$ cat config.mk
export PLATFORM = sky130hd
export DESIGN_NAME = mem_arbiter
export DESIGN_NICKNAME = d
export VERILOG_FILES = /design/src/rtl/mem_arbiter.sv
export SDC_FILE = /design/constraint.sdc
export NUM_CORES = 1
export LEC_CHECK = 0
export CORE_AREA = 2 2 286 288
export DETAILED_ROUTE_END_ITERATION = 10
export DIE_AREA = 0 0 288 290
export PLACE_DENSITY = 0.51
export SYNTH_ARGS = -nofsm -noshare
export SYNTH_HDL_FRONTEND = slang
export SYNTH_SLANG_ARGS = --single-unit
$ cat constraint.sdc
create_clock -name clk -period 2 [get_ports clk]
set_input_delay 0.4 -clock clk [delete_from_list [all_inputs] [get_ports clk]]
set_output_delay 0.4 -clock clk [all_outputs]
set_load 0.01 [all_outputs]
$ cat src/rtl/mem_arbiter.sv
// mem_arbiter: round-robin arbiter sharing one memory port between an I-cache
// (read-only) and a D-cache requester; every output comes straight from a register.
module mem_arbiter #(
    parameter int ADDR_W = 28,
    parameter int DATA_W = 128
) (
    input  logic              clk,
    input  logic              rst,
    input  logic              ic_read,
    input  logic [ADDR_W-1:0] ic_addr,
    output logic [DATA_W-1:0] ic_rdata,
    output logic              ic_ready,
    input  logic              dc_read,
    input  logic              dc_write,
    input  logic [ADDR_W-1:0] dc_addr,
    input  logic [DATA_W-1:0] dc_wdata,
    output logic [DATA_W-1:0] dc_rdata,
    output logic              dc_ready,
    output logic              mem_read,
    output logic              mem_write,
    output logic [ADDR_W-1:0] mem_addr,
    output logic [DATA_W-1:0] mem_wdata,
    input  logic [DATA_W-1:0] mem_rdata,
    input  logic              mem_ready
);
    typedef enum logic [1:0] {IDLE, IC_BUSY, DC_BUSY, RELEASE} state_t;

    state_t            state_q, state_d;
    logic              last_dc_q, last_dc_d;
    logic              mem_read_q, mem_read_d;
    logic              mem_write_q, mem_write_d;
    logic [ADDR_W-1:0] mem_addr_q, mem_addr_d;
    logic [DATA_W-1:0] mem_wdata_q, mem_wdata_d;
    logic [DATA_W-1:0] ic_rdata_q, ic_rdata_d;
    logic [DATA_W-1:0] dc_rdata_q, dc_rdata_d;
    logic              ic_ready_q, ic_ready_d;
    logic              dc_ready_q, dc_ready_d;
    logic              dc_req, grant_dc, grant_ic, done;

    // On a tie the D-cache wins unless it was the last one served.
    assign dc_req   = dc_read | dc_write;
    assign grant_dc = (state_q == IDLE) && dc_req && (!ic_read || !last_dc_q);
    assign grant_ic = (state_q == IDLE) && ic_read && !grant_dc;
    assign done     = (state_q == IC_BUSY || state_q == DC_BUSY) && mem_ready;

    always_ff @(posedge clk) begin
        if (!rst) begin
            state_q     <= IDLE;
            last_dc_q   <= 1'b0;
            mem_read_q  <= 1'b0;
            mem_write_q <= 1'b0;
            mem_addr_q  <= '0;
            mem_wdata_q <= '0;
            ic_rdata_q  <= '0;
            dc_rdata_q  <= '0;
            ic_ready_q  <= 1'b0;
            dc_ready_q  <= 1'b0;
        end else begin
            state_q     <= state_d;
            last_dc_q   <= last_dc_d;
            mem_read_q  <= mem_read_d;
            mem_write_q <= mem_write_d;
            mem_addr_q  <= mem_addr_d;
            mem_wdata_q <= mem_wdata_d;
            ic_rdata_q  <= ic_rdata_d;
            dc_rdata_q  <= dc_rdata_d;
            ic_ready_q  <= ic_ready_d;
            dc_ready_q  <= dc_ready_d;
        end
    end

    always_comb begin
        state_d = state_q;
        case (state_q)
            IDLE:    state_d = grant_dc ? DC_BUSY : grant_ic ? IC_BUSY : IDLE;
            IC_BUSY,
            DC_BUSY: state_d = mem_ready ? RELEASE : state_q;
            default: state_d = IDLE;
        endcase
    end

    // The mem_* registers double as the request latch, so they ignore
    // requester inputs until the transaction completes.
    always_comb begin
        last_dc_d   = last_dc_q;
        mem_read_d  = mem_read_q;
        mem_write_d = mem_write_q;
        mem_addr_d  = mem_addr_q;
        mem_wdata_d = mem_wdata_q;
        ic_rdata_d  = ic_rdata_q;
        dc_rdata_d  = dc_rdata_q;
        ic_ready_d  = 1'b0;
        dc_ready_d  = 1'b0;
        if (grant_dc) begin
            mem_read_d  = !dc_write;
            mem_write_d = dc_write;
            mem_addr_d  = dc_addr;
            mem_wdata_d = dc_wdata;
        end else if (grant_ic) begin
            mem_read_d  = 1'b1;
            mem_write_d = 1'b0;
            mem_addr_d  = ic_addr;
        end
        if (done) begin
            mem_read_d  = 1'b0;
            mem_write_d = 1'b0;
            last_dc_d   = (state_q == DC_BUSY);
            if (state_q == IC_BUSY) begin
                ic_rdata_d = mem_rdata;
                ic_ready_d = 1'b1;
            end else begin
                dc_rdata_d = mem_write_q ? dc_rdata_q : mem_rdata;
                dc_ready_d = 1'b1;
            end
        end
    end

    assign mem_read  = mem_read_q;
    assign mem_write = mem_write_q;
    assign mem_addr  = mem_addr_q;
    assign mem_wdata = mem_wdata_q;
    assign ic_rdata  = ic_rdata_q;
    assign dc_rdata  = dc_rdata_q;
    assign ic_ready  = ic_ready_q;
    assign dc_ready  = dc_ready_q;
endmodule

* After elaboration in Yosys (flattened, before gate mapping)
Index checks and enable logic that the tools add are counted.
** Storage, ports and cells
- Logic and storage cells :: 47
- Register bits after elaboration :: 419
- Input port bits :: 318
- Output and inout port bits :: 416
** Operators by class
- Muxes and demuxes :: 12
- Eq/ne operators :: 3
- Reductions and logical operators :: 18
- Bitwise logic cells :: 4
** Operators by type and width (number)
- 28-bit two-way mux :: 2
- 1-bit two-way mux :: 7
- 1-bit logical AND :: 5
- 1-bit logical NOT :: 4
- 2-bit two-way mux :: 2
- 2-bit case mux with 2 select lines :: 1
- 2-bit AND reduction :: 2
- 2-bit OR reduction :: 2
- 1-bit inverter :: 3
- 3-bit AND reduction :: 1
- 2-bit by 1-bit equality test with 1-bit output (second input constant) :: 1
- 2-bit equality test (second input constant) :: 1
- 2-bit logical NOT :: 1
- 1-bit logical OR :: 2
- 2-bit != test (second input constant) :: 1
- 2-bit nonzero test :: 1
- 1-bit OR :: 1

* Logic depth before layout (Yosys ltp)
Gate-level depths: netlist of run 1.
- Depth after elaboration :: 8
- Depth in mapped cells :: 8
- Mapped depth without buffers :: 5

* Worst setup path after synthesis of run 1
OpenSTA, ideal clock, no wires.
- Kind :: reg-to-reg
- Start :: register state_q[0]
- End :: register dc_rdata_q[117], in the netlist dc_rdata[117]
- Data required time :: 1.930 ns
- Arrival time :: 1.549 ns
- Stages on the path, launching flop included :: 8
- Buffers on the path :: 2
- Setup time :: 0.070 ns
- Path slack :: 0.381 ns
- Period minus slack after synthesis :: 1.619 ns
- Path through :: dfxtp_1 inv_1 ha_1 nand4bb_1 buf_2 buf_1 nand2_1 a21oi_1
** Between the ends
- Word-level cells in the longest chain between the ends :: 4
- Elaborated cells between the ends (all ways) :: 6
- Those cells by class :: eq/ne (2); bitwise (1); reduce/logical (3)
** Ends and longest elaborated chain
- start: declaration :: line 28 : state_t state_q, state_d;
- start signal: assignment :: line 59 : state_q <= state_d;
- 2-bit by 1-bit equality test with 1-bit output or 2-bit equality test (tied branches) :: line 44, 108
- 1-bit logical OR :: line 44 : assign done = (state_q == IC_BUSY || state_q == DC_BUSY) && mem_ready;
- 1-bit logical AND :: line 44
- 3-bit AND reduction (no line) *
- end signal: assignment :: line 66 : dc_rdata_q <= dc_rdata_d;
- end: declaration :: line 35 : logic [DATA_W-1:0] dc_rdata_q, dc_rdata_d;
Mark *: on every way between the ends. The rest lies on a longest branch, timed or not.
A chain may end at the register's enable or synchronous reset.

* Worst setup path after layout of run 1
- Start :: register mem_wdata_q[76], in the netlist mem_wdata[76]
- End :: output mem_wdata[76]
** RTL lines
- start: declaration :: line 33 : logic [DATA_W-1:0] mem_wdata_q, mem_wdata_d;
- start signal: assignment :: line 64 : mem_wdata_q <= mem_wdata_d;
- end: declaration :: line 22 : output logic [DATA_W-1:0] mem_wdata,
No word-level cell between the ends.

==> impl_metrics.ini, run 1 <==
[sta]
rsz0062_at_grt = false
fin_worst_skew_ns = 0.01058
hold_viol_final = 0
worstMarginPinSlew_ns = 0.3756
setup_viol = 0
min_period_ns = 1.926
post-route-period-util = 0.9631
final-max-slew-violation-count = 0
relSlewSlack = 0.7496
max_freq_mhz = 519.1
fin_ws_ns = 0.07375

[yosys]
synth-compound-area-share = 0.2149
avgSynthCellArea_sq_um = 7.979
synth_fa_ha_area_frac = 0.003305
ys_seq_elements = 419
syn_inst = 1898
synth-simple-area-share = 0.1753
yosysUniqueCellTypes = 31
synth.cell_area_sq_um = 15140
synthesis.nets = 2220
synth_top_family_by_area = compound AO/OA/AOI/OAI gates
ys.warnings.count = 0
synth_seq_area_share = 0.5539
synth_xor_area_frac = 0
muxShareOfSynthArea = 0

[clock_tree]
htreeDepth = 2
clk_path_buf_depth = 3
cts_tree = done
post_cts_buffers = 0
cts_root_buffer = clkbuf_16
cts_hold_buf = 0
clk_pin_slew_ns = 0.06
clkSinkCount = 419
cts_buffers = 50
insertion_delay_ns = 0.59

[critical_path]
cp.buffers_inverters = 1
cp.arrival_ns = 1.53
slowest_delay_ns = 0.61
cp_slowest_cell = clkdlybuf4s50_1
endpoint_kind = output port
path_cells = clkdlybuf4s50_1
cp_max_fo = 2
cpLargestDelayFamily = buffers and inverters
cp-start-kind = register
cp_data_required_time_ns = 1.60
worstSetupPathType = register to output port

[finish]
layout_commonest_cell = clkdlybuf4s50_1
postLayoutCellArea_sq_um = 26400
nFillCells = 8544
fin_nets = 2954
mostFrequentLayoutCells = 717 x clkdlybuf4s50_1, 517 x nand2_1, 419 x dfxtp_1, 414 x a21oi_1, 182 x o21ai_0
syn2layout_area_growth_pct = 74.31
drive_gt1_frac = 0.07949

[drt]
drt-vias-per-instance = 4.313
first_pass_iters = 5
wl_per_cell_um = 18.12
route.detailed.drc = 0
vias = 16100
ant_nets = 0
first_iter_violations = 767
drt-total-wl_um = 67650

[grt]
grt_pass1_vias = 15750
grt_max_degree = 68
track_usage = 0.1539
antenna_found_initial = 13
grt_overflow = 0
grt_pass1_wl_um = 99860

[floorplan]
ioPinCount = 734
die_w_um = 288
die_y_um = 290
start_util = 0.1889
row_count = 104
dieArea_sq_um = 83520
core_sq_um = 80160

[power_and_ir_drop]
power.density_nw_per_um2 = 1298
leakage_nw = 9.284
irDropWorstVdd_v = 0.0007342

[placement]
place_hpwl_um = 50500
gp_congestion = 0.8148
place_worst_setup_slack_ns = -0.007801
dpl_cell_area_sq_um = 24720
port_buffers = 733

[min_path]
worstHoldPathType = input pin to register

[outcome]
status = finished, final reports clean

[job]
maxCapViolCount = 0
cell families after synthesis:
logic type      Yosys count
flops                   419
compound gates          635
fa+ha+maj                 4
simple gates            657
buf+inv                 183
per-layer routing:
layer,share of wire,vias up,track usage
met5,0.0015,-,0
met4,0.028,16,0.04714
met3,0.096,118,0.06171
met2,0.47,579,0.2587
met1,0.40,7497,0.1779
li1,-,7889,-
Yosys cell counts, drive strengths merged:
library cell | n | area, sq um
nand2 | 518 | 1944
dfxtp | 419 | 8388
a21oi | 414 | 2072
o21ai | 184 | 920.9
nand3 | 129 | 645.6
clkbuf | 95 | 370.4
buf | 83 | 406.6
a31oi | 29 | 181.4
inv | 5 | 18.76
ha | 4 | 50.05
nor2 | 3 | 11.26
nor3 | 2 | 10.01
a2111oi | 1 | 8.760
a2bb2oi | 1 | 15.01
a311oi | 1 | 8.760
a32oi | 1 | 8.760
and2 | 1 | 6.260
and4bb | 1 | 12.51
nand2b | 1 | 6.260
nand4bb | 1 | 11.26
o211ai | 1 | 7.510
o2bb2ai | 1 | 15.01
o31a | 1 | 8.760
o31ai | 1 | 7.510
or4 | 1 | 7.510
cell type report:
type,instances,area [sq um],area share
diodes,6,15.01,0.0005688
clock inverters,13,190.2,0.007205
inverters,5,28.78,0.001090
clock buffers,74,1473,0.05579
well taps,1060,1326,0.05024
repair buffers,860,8936,0.3385
flip-flops and latches,419,8388,0.3178
multi-input cells,1296,6040,0.2288
worst min-delay path: stages:
cell	delay [ns]
clkdlybuf4s50_1	0.40
nand3_1	0.06
a21oi_1	0.05
worst paths after layout:
check / end / slack, ns / startpoint / cells past startpoint
min reg2reg: dc_rdata[86] / 0.45 / dc_rdata[86] / 2
max: mem_wdata[76] / 0.07 / mem_wdata[76] / 1
max reg2reg: dc_rdata[87] / 0.24 / state_q[1] / 7
min: mem_wdata[12] / 0.37 / dc_wdata[12] / 3
where the power goes:
part | internal, W | switching (W)
combinational | 0.00663 | 0.00718
clock | 0.00559 | 0.00375
sequential | 0.0102 | 0.000912
repair_timing:
item / CTS / global route
gates cloned: 0 / 0
resized for setup: 12 / 4
setup endpoints to repair: 12 / 4
stage by stage:
| step | power, W | std cells | hold WS [ns] | util | setup TNS, ns |
|---|---|---|---|---|---|
| after floorplan | 0.01706 | 1898 | 0.4805 | - | 0 |
| after global placement | 0.02536 | 3640 | 0.4407 | 0.3084 | 0 |
| after CTS | 0.03486 | 3727 | 0.3230 | 0.3290 | 0 |
| after detailed placement | 0.02536 | 3640 | 0.4453 | 0.3084 | -0.01941 |
| after global routing | 0.03633 | 3729 | 0.3435 | 0.3292 | 0 |
| final | 0.03426 | 3733 | 0.3720 | 0.3293 | 0 |
sequential cells by signal (all words and copies together), names as in the netlist:
register,flops
dc_rdata,128
dc_ready,1
ic_rdata,128
ic_ready,1
last_dc_q,1
mem_addr,28
mem_read,1
mem_wdata,128
mem_write,1
state_q,2
No activity file was read; power rests on OpenSTA's default activity.
==> inputs of run 2 (changes only) <==
Settings changed: SKIP_CTS_REPAIR_TIMING from default to 1.
==> run 2 against run 1 <==
- first-iteration DRC count shrank 2.3%
- utilization grew 0.056 points
- wire length is essentially flat
- total power is essentially flat
- critical path depth is the same
- highest routed layer unchanged
==> impl_metrics.ini, run 2 (synthesis gave the netlist of run 1 again) <==
[drt]
vias = 16040
first_iter_violations = 749
route.detailed.drc = 0
drt-total-wl_um = 67660
ant_nets = 0
first_pass_iters = 5
wl_per_cell_um = 18.12
drt-vias-per-instance = 4.297

[critical_path]
endpoint_kind = output port
cp_data_required_time_ns = 1.60
cp_slowest_cell = clkdlybuf4s50_1
path_cells = clkdlybuf4s50_1
cp-start-kind = register
cp.arrival_ns = 1.53
cp_max_fo = 2
cp.buffers_inverters = 1
cpLargestDelayFamily = buffers and inverters
worstSetupPathType = register to output port
slowest_delay_ns = 0.62

[grt]
grt_pass1_wl_um = 99850
grt_pass1_vias = 15750
antenna_found_initial = 13
grt_max_degree = 68
track_usage = 0.1539
grt_overflow = 0

[placement]
port_buffers = 733
dp.cells = 3640
dpl_cell_area_sq_um = 24720
gp_congestion = 0.8148
place_hpwl_um = 50500
place_worst_setup_slack_ns = -0.007801

[clock_tree]
cts_tree = done
clk_path_buf_depth = 3
clk_pin_slew_ns = 0.06
clkSinkCount = 419
cts_root_buffer = clkbuf_16
htreeDepth = 2
insertion_delay_ns = 0.59
cts_buffers = 50

[sta]
setup_viol = 0
final-max-slew-violation-count = 0
hold_viol_final = 0
fin_worst_skew_ns = 0.01233
min_period_ns = 1.927
post-route-period-util = 0.9634
fin_ws_ns = 0.07322
max_freq_mhz = 519.0
setup_tns_ns = 0
relSlewSlack = 0.7480
worstMarginPinSlew_ns = 0.3780
rsz0062_at_grt = false

[floorplan]
start_util = 0.1889
row_count = 104
dieArea_sq_um = 83520
die_y_um = 290
core_sq_um = 80160
die_w_um = 288
ioPinCount = 734

[power_and_ir_drop]
pwr-share-comb = 0.404
p_seq_frac = 0.324
switching_share = 0.3452
irDropWorstVdd_v = 0.0007336
clockPowerShare = 0.272
internal-power_w = 0.02245
leakage_nw = 9.438
p_switching_w = 0.01184
power.density_nw_per_um2 = 1297

[finish]
layout_commonest_cell = clkdlybuf4s50_1
final_util = 0.3299
drive_gt1_frac = 0.07949
syn2layout_area_growth_pct = 74.61
fin_nets = 2954
nFillCells = 8539
postLayoutCellArea_sq_um = 26440
mostFrequentLayoutCells = 717 x clkdlybuf4s50_1, 517 x nand2_1, 419 x dfxtp_1, 414 x a21oi_1, 182 x o21ai_0
finalNonFillerCells = 3733

[min_path]
worstHoldPathType = input pin to register

[job]
maxCapViolCount = 0

[outcome]
status = finished, final reports clean
run 2: final cells by class:
class                      count  area, sq um  area share
timing repair buffer         860         8981      0.3397
clock buffer                  74         1473     0.05569
clock inverter                13        190.2    0.007193
inverter                       5        28.78    0.001088
tap                         1060         1326     0.05016
sequential                   419         8388      0.3172
antenna                        6        15.01   0.0005678
multi-input combinational   1296         6040      0.2284
run 2: worst paths after layout:
path | startpoint | end | slack (ns) | cells past startpoint
hold / removal | dc_wdata[37] | mem_wdata[37] | 0.37 | 3
setup reg to reg | state_q[1] | dc_rdata[87] | 0.24 | 7
setup / recovery | mem_wdata[76] | mem_wdata[76] | 0.07 | 1
hold reg to reg | dc_rdata[86] | dc_rdata[86] | 0.45 | 2
run 2: worst register-to-register path, delay by kind of cell (launching register included):
family | cells | cell delay, ns
adder cells (fa/ha/maj) | 1 | 0.25
AND/OR/NAND/NOR | 2 | 0.47
AO/OA/AOI/OAI | 1 | 0.12
buffers and inverters | 3 | 0.48
flip-flops | 1 | 0.38
run 2: through the flow:
step	hold slack (ns)	power (W)
final	0.3728	0.03429
after global routing	0.3435	0.03636
after CTS	0.3230	0.03490
after detailed placement	0.4453	0.02536
after global placement	0.4407	0.02536
after floorplan	0.4805	0.01706
run 2: metal layers:
metal | vias up | routed length [um] | global-route usage
li1 | 7886 | - | -
met1 | 7462 | 27410 | 0.1779
met2 | 559 | 31840 | 0.2587
met3 | 118 | 6416 | 0.06164
met4 | 16 | 1888 | 0.04714
met5 | - | 103 | 0
run 2: power groups by stage:
stage          Clock, W  Sequential (W)  Combinational, W
2_1_floorplan         0          0.0121           0.00501
3_3_place_gp          0          0.0112            0.0141
3_5_place_dp          0          0.0113            0.0141
4_1_cts         0.00965          0.0111            0.0141
5_1_grt         0.00994          0.0113            0.0151
6_report        0.00933          0.0111            0.0138
